`config.mk`:
```
export PLATFORM = sky130hd
export DESIGN_NAME = vga_scan_ctrl
export DESIGN_NICKNAME = d
export VERILOG_FILES = /design/src/rtl/vga_scan_ctrl.sv
export SDC_FILE = /design/constraint.sdc
export NUM_CORES = 1
export LEC_CHECK = 0
export ABC_AREA = 1
export CAP_MARGIN = 20
export CORE_AREA = 2 2 79 81
export DETAILED_ROUTE_END_ITERATION = 8
export DIE_AREA = 0 0 81 83
export PLACE_DENSITY = 0.74
export SLEW_MARGIN = 0
export SYNTH_ARGS = -nofsm -noshare
export SYNTH_HDL_FRONTEND = slang
export SYNTH_SLANG_ARGS = --single-unit
export TNS_END_PERCENT = 10
```
`constraint.sdc`:
```
create_clock -name clk -period 1.3 [get_ports clk]
set_input_delay 0.26 -clock clk [delete_from_list [all_inputs] [get_ports clk]]
set_output_delay 0.26 -clock clk [all_outputs]
set_load 0.01 [all_outputs]
```
`src/rtl/vga_scan_ctrl.sv`:
```
// Raster scan controller: h/v counters, drawer-latency delay line for video flags, registered VGA outputs.
// Optional macro VGA_BORDER_EN paints a white one-pixel frame around the active area.
module vga_scan_ctrl #(
    parameter int unsigned H_ACTIVE = 640,
    parameter int unsigned H_FP     = 16,
    parameter int unsigned H_SYNC   = 96,
    parameter int unsigned H_BP     = 48,
    parameter int unsigned V_ACTIVE = 480,
    parameter int unsigned V_FP     = 10,
    parameter int unsigned V_SYNC   = 2,
    parameter int unsigned V_BP     = 33,
    parameter int unsigned PIPE_DLY = 1,
    parameter logic [3:0]  BG_R     = 4'h0,
    parameter logic [3:0]  BG_G     = 4'h0,
    parameter logic [3:0]  BG_B     = 4'h4
) (
    input  logic        clk,
    input  logic        resetN,
    input  logic [3:0]  Red_in,
    input  logic [3:0]  Green_in,
    input  logic [3:0]  Blue_in,
    input  logic        Draw_in,
    output logic [31:0] pxl_x,
    output logic [31:0] pxl_y,
    output logic        frame_start,
    output logic [3:0]  vga_r,
    output logic [3:0]  vga_g,
    output logic [3:0]  vga_b,
    output logic        hsync,
    output logic        vsync
);

    localparam int unsigned H_TOTAL = H_ACTIVE + H_FP + H_SYNC + H_BP;
    localparam int unsigned V_TOTAL = V_ACTIVE + V_FP + V_SYNC + V_BP;
    localparam int unsigned HW      = $clog2(H_TOTAL);
    localparam int unsigned VW      = $clog2(V_TOTAL);
    localparam int unsigned HS_BEG  = H_ACTIVE + H_FP;
    localparam int unsigned HS_END  = H_ACTIVE + H_FP + H_SYNC;
    localparam int unsigned VS_BEG  = V_ACTIVE + V_FP;
    localparam int unsigned VS_END  = V_ACTIVE + V_FP + V_SYNC;
    localparam int unsigned CW      = 12;

    // Flag vector layout: [0] active, [1] hsync_n, [2] vsync_n, [3] border (optional)
    localparam int unsigned FLAG_ACT = 0;
    localparam int unsigned FLAG_HS  = 1;
    localparam int unsigned FLAG_VS  = 2;
`ifdef VGA_BORDER_EN
    localparam int unsigned FLAG_BRD = 3;
    localparam int unsigned FW       = 4;
`else
    localparam int unsigned FW       = 3;
`endif
    localparam logic [FW-1:0] FLAG_IDLE = FW'(3'b110);

    logic [HW-1:0] h_q, h_d;
    logic [VW-1:0] v_q, v_d;
    logic [FW-1:0] flag_cur;
    logic [FW-1:0] flag_dly;
    logic [CW-1:0] rgb_q, rgb_d;
    logic          hsync_q, hsync_d;
    logic          vsync_q, vsync_d;

    // Scan counters: h wraps every line, v advances on each h wrap
    always_comb begin
        h_d = h_q + HW'(1);
        v_d = v_q;
        if (h_q == HW'(H_TOTAL - 1)) begin
            h_d = '0;
            v_d = (v_q == VW'(V_TOTAL - 1)) ? '0 : v_q + VW'(1);
        end
    end

    always_ff @(posedge clk or negedge resetN) begin
        if (!resetN) begin
            h_q <= '0;
            v_q <= '0;
        end else begin
            h_q <= h_d;
            v_q <= v_d;
        end
    end

    always_comb begin
        flag_cur           = FLAG_IDLE;
        flag_cur[FLAG_ACT] = (h_q < HW'(H_ACTIVE)) && (v_q < VW'(V_ACTIVE));
        flag_cur[FLAG_HS]  = !((h_q >= HW'(HS_BEG)) && (h_q < HW'(HS_END)));
        flag_cur[FLAG_VS]  = !((v_q >= VW'(VS_BEG)) && (v_q < VW'(VS_END)));
`ifdef VGA_BORDER_EN
        flag_cur[FLAG_BRD] = flag_cur[FLAG_ACT] &&
                             ((h_q == '0) || (h_q == HW'(H_ACTIVE - 1)) ||
                              (v_q == '0) || (v_q == VW'(V_ACTIVE - 1)));
`endif
    end

    // Delay line matching the drawer latency so flags meet the colour of the same coordinate
    if (PIPE_DLY == 0) begin : g_no_dly
        assign flag_dly = flag_cur;
    end else begin : g_dly
        logic [FW-1:0] dly_q [PIPE_DLY];
        logic [FW-1:0] dly_d [PIPE_DLY];

        always_comb begin
            dly_d[0] = flag_cur;
            for (int i = 1; i < PIPE_DLY; i++) begin
                dly_d[i] = dly_q[i-1];
            end
        end

        always_ff @(posedge clk or negedge resetN) begin
            if (!resetN) begin
                for (int i = 0; i < PIPE_DLY; i++) begin
                    dly_q[i] <= FLAG_IDLE;
                end
            end else begin
                for (int i = 0; i < PIPE_DLY; i++) begin
                    dly_q[i] <= dly_d[i];
                end
            end
        end

        assign flag_dly = dly_q[PIPE_DLY-1];
    end

    // Colour select: blank outside active video, drawer colour when claimed, else background
    always_comb begin
        rgb_d = {BG_R, BG_G, BG_B};
        if (!flag_dly[FLAG_ACT]) begin
            rgb_d = '0;
        end else if (Draw_in) begin
            rgb_d = {Red_in, Green_in, Blue_in};
        end
`ifdef VGA_BORDER_EN
        if (flag_dly[FLAG_BRD]) begin
            rgb_d = 12'hFFF;
        end
`endif
        hsync_d = flag_dly[FLAG_HS];
        vsync_d = flag_dly[FLAG_VS];
    end

    always_ff @(posedge clk or negedge resetN) begin
        if (!resetN) begin
            rgb_q   <= '0;
            hsync_q <= 1'b1;
            vsync_q <= 1'b1;
        end else begin
            rgb_q   <= rgb_d;
            hsync_q <= hsync_d;
            vsync_q <= vsync_d;
        end
    end

    assign pxl_x       = 32'(h_q);
    assign pxl_y       = 32'(v_q);
    assign frame_start = (h_q == '0) && (v_q == '0);
    assign vga_r       = rgb_q[11:8];
    assign vga_g       = rgb_q[7:4];
    assign vga_b       = rgb_q[3:0];
    assign hsync       = hsync_q;
    assign vsync       = vsync_q;

endmodule

```
==> results of run 1 <==
[flip-flops by register name, summed over array words and instances, names as in the netlist]
name and cells:
h_q 10, hsync 1, flag_dly 3, v_q 10
rgb_q 12, vsync 1
[metal layers]
layer / vias up / part of all wire (%) / global-route usage (%)
met4: 0 / 1.4 / 4.468
li1: 861 / - / -
met5: - / 0 / 0
met2: 71 / 49 / 23.59
met3: 7 / 8.3 / 3.370
met1: 785 / 41 / 16.53
[stage by stage]
step / TNS, ns / util, %
2_1_floorplan: -0.004877 / -
3_3_place_gp: -1.112 / 48.49
3_5_place_dp: -1.342 / 48.49
4_1_cts: -0.5201 / 49.31
5_1_grt: -2.205 / 49.12
6_report: -0.7394 / 49.12
[final timing paths]
check                             from           to  slack [ns]  depth (start not counted)
min in group clk           flag_dly[2]        vsync        0.36                          0
max                             h_q[0]  frame_start       -0.36                          7
min                             resetN       v_q[9]        0.36                          2
min reg2reg                flag_dly[2]        vsync        0.36                          0
max in group asynchronous       resetN        hsync        0.69                          2
max reg2reg                     h_q[0]       v_q[3]       -0.07                          8
[layout make-up]
class / count / area, um^2
multi-input combinational: 175 / 949.7
timing repair buffer: 81 / 641.9
tap: 75 / 93.84
fill: 560 / 2959
clock inverter: 2 / 10.01
sequential: 37 / 933.4
inverter: 40 / 155.1
clock buffer: 6 / 72.57
[cells in the final DEF (no fill, tap or decap), types with 5 or more instances in the layout]
master            n
clkbuf_8          5
inv_2            10
nand3_2           5
nor2_2            9
xor2_1            7
inv_1            29
nand3_1           7
clkdlybuf4s50_1  14
dfrtp_1          31
buf_6             7
dlygate4sd2_1    12
buf_4            25
nand2_1          39
conb_1           44
buf_2            20
nor2_1           28
[synthesized netlist by cell type, types with 2 or more instances]
cell type	count	area, um^2
buf_4	45	337.8
nand2_1	40	150.1
dfrtp_1	33	825.8
inv_1	33	123.9
nor2_1	30	112.6
nand3_1	10	50.05
nor2_2	8	50.05
xor2_1	7	61.31
inv_2	6	22.52
a21oi_1	4	20.02
dfstp_2	4	105.1
ha_1	4	50.05
nand2_2	3	18.77
nand4_1	3	18.77
nor2_4	3	33.78
nor4_1	3	18.77
nand3_2	2	20.02
nand3b_1	2	15.01
o21ai_0	2	10.01
o21ai_1	2	10.01
[repair_timing]
action	in CTS	in global routing
resized for setup	110	13
pin swaps	3	5
endpoints found under the setup margin	49	23
buffers inserted	0	2
hold buffers	0	0
[power by group through the flow]
stage	clock, mW	combinational [mW]	sequential (mW)
global route	0.830	0.207	1.17
floorplan	0	0.172	1.21
CTS	0.774	0.186	1.17
global placement	0	0.195	1.20
detailed placement	0	0.198	1.20
finish	0.757	0.185	1.17
[worst register-to-register path, stage by stage (launching register included)]
cell	delay, ns
dfrtp_1	0.39
buf_6	0.13
ha_4	0.14
nand2_4	0.06
nor2_4	0.16
nand4_4	0.15
clkinv_4	0.11
nand3b_1	0.10
nand2_1	0.08
[kinds of logic after synthesis]
kind of cell    count (synthesis)
simple gates                  108
buf+inv                        86
compound gates                 12
flops                          37
xor+xnor                        7
other cells                     1
fa+ha+maj                       4
==> results.yml, run 1 <==
outcome:
  status: "complete, but fails checks"
  violations: "setup timing"
cts:
  ctsHtreeMaxLevel: 2
  insertion_delay_ns: 0.29
  cts_sinks: 37
  cts-buffers-inserted: 5
  clockBufferDepth: 2
  clock-root-buffer: "clkbuf_8"
  cts_tree: "done"
  clkTransAtPathRegs_ns: 0.07
setup_path:
  start_kind: "flip-flop"
  critPathArrivalTime_ns: 1.40
  setup.worst_path.class: "reg2out"
  worst-path-max-fanout: 2
  max_stage_delay_ns: 0.41
  path_delay_family: "flip-flops"
  crit_required_ns: 1.04
  cp_common_cell: "inv_2"
  cp_slowest_cell: "dfrtp_1"
  cp-end-kind: "primary output"
  cp_cell_sequence: "inv_2 > ha_4 > inv_2 > nor4_2 > nand2_1 > nor2_2 > buf_6"
  cp.buffers_inverters: 3
timing:
  holdWs_ns: 0.3565
  setup_slack_ns: -0.3553
  max_freq_ghz: 0.6041
  finalHoldViolCount: 0
  maxSlewViolCount: 0
  period_share_pct: 127.3
  min_period_ns: 1.655
  rsz0062_at_grt: "true"
  setup_viol: 14
  finalClockSkew_ns: 0.007677
logic_synthesis:
  syn_area_um2: 2148
  synth.area.mux_share_pct: 0
  syn_avg_cell_area_um2: 8.425
  synthCells: 255
  ys_seq_area_share_pct: 43.33
  synth_edf_count: 0
  synthArstFlopShare_pct: 100.0
  synth-simple-area-share_pct: 25.16
  synth_fa_ha_area_share_pct: 2.330
  synth-main-ff-cell: "dfrtp_1"
  synth_top_family_by_area: "simple AND/OR/NAND/NOR gates"
  ys_ff_latch: 37
  synth.distinct_cells: 31
  synth-compound-area-share_pct: 3.203
  synth_xor_area_share_pct: 2.854
  synth_warnings: 0
power_and_ir_drop:
  power_mw: 2.116
  combPwrFrac_pct: 8.8
  netSwitchingPower_uw: 507.3
  pwr_density_cell_nw_per_um2: 740.8
  p_seq_share_pct: 55.5
  peakVddDrop_mv: 0.4895
  p_int_mw: 1.609
  swShare_pct: 23.97
  p_clk_share_pct: 35.8
  p_leak_nw: 1.602
place:
  post-dp-hpwl_mm: 3.501
  post-place-ws_ns: -0.4649
  routabilityCongestion: 0.8176
  dp.cells: 407
  place_area_um2: 2820
  portBuffers: 49
global_route:
  grt_usage_pct: 13.73
  antenna_found_initial: 0
  grt_pass1_wl_mm: 7.431
  grt_max_degree: 38
  grt_pass1_vias: 1703
  overflow: 0
drt:
  drt-total-wl_mm: 4.527
  dr_total_vias: 1724
  wire_per_inst_um: 10.88
  postRouteAntennaNets: 0
  vias_per_cell: 4.144
  drt_first_pass_iters: 4
  drtIter0Drc: 64
  route.detailed.drc: 0
die:
  start_util_pct: 36.94
  die_x_um: 81
  fp.dieH_um: 83
  ios: 94
  die-area_um2: 6723
  rows: 28
  core_um2: 5816
final_layout:
  diodes: 0
  stdcell_count: 416
  drive_gt1_share_pct: 31.09
  stdcell_area_um2: 2856
  nets: 359
  area_growth_pct: 32.96
worst_hold_path:
  hp-class: "in2async"
run:
  drv_cap: 0
(Power assumes the default switching activity.)
==> run 2, diff against run 1 <==
--- a/config.mk
+++ b/config.mk
@@ -11,7 +11,7 @@
 export DETAILED_ROUTE_END_ITERATION = 8
 export DIE_AREA = 0 0 81 83
 export PLACE_DENSITY = 0.74
-export SLEW_MARGIN = 0
+export SLEW_MARGIN = 20
 export SYNTH_ARGS = -nofsm -noshare
 export SYNTH_HDL_FRONTEND = slang
 export SYNTH_SLANG_ARGS = --single-unit
==> results of run 2 <==
No change in the layout: final DEF, timing and power equal those of run 1.
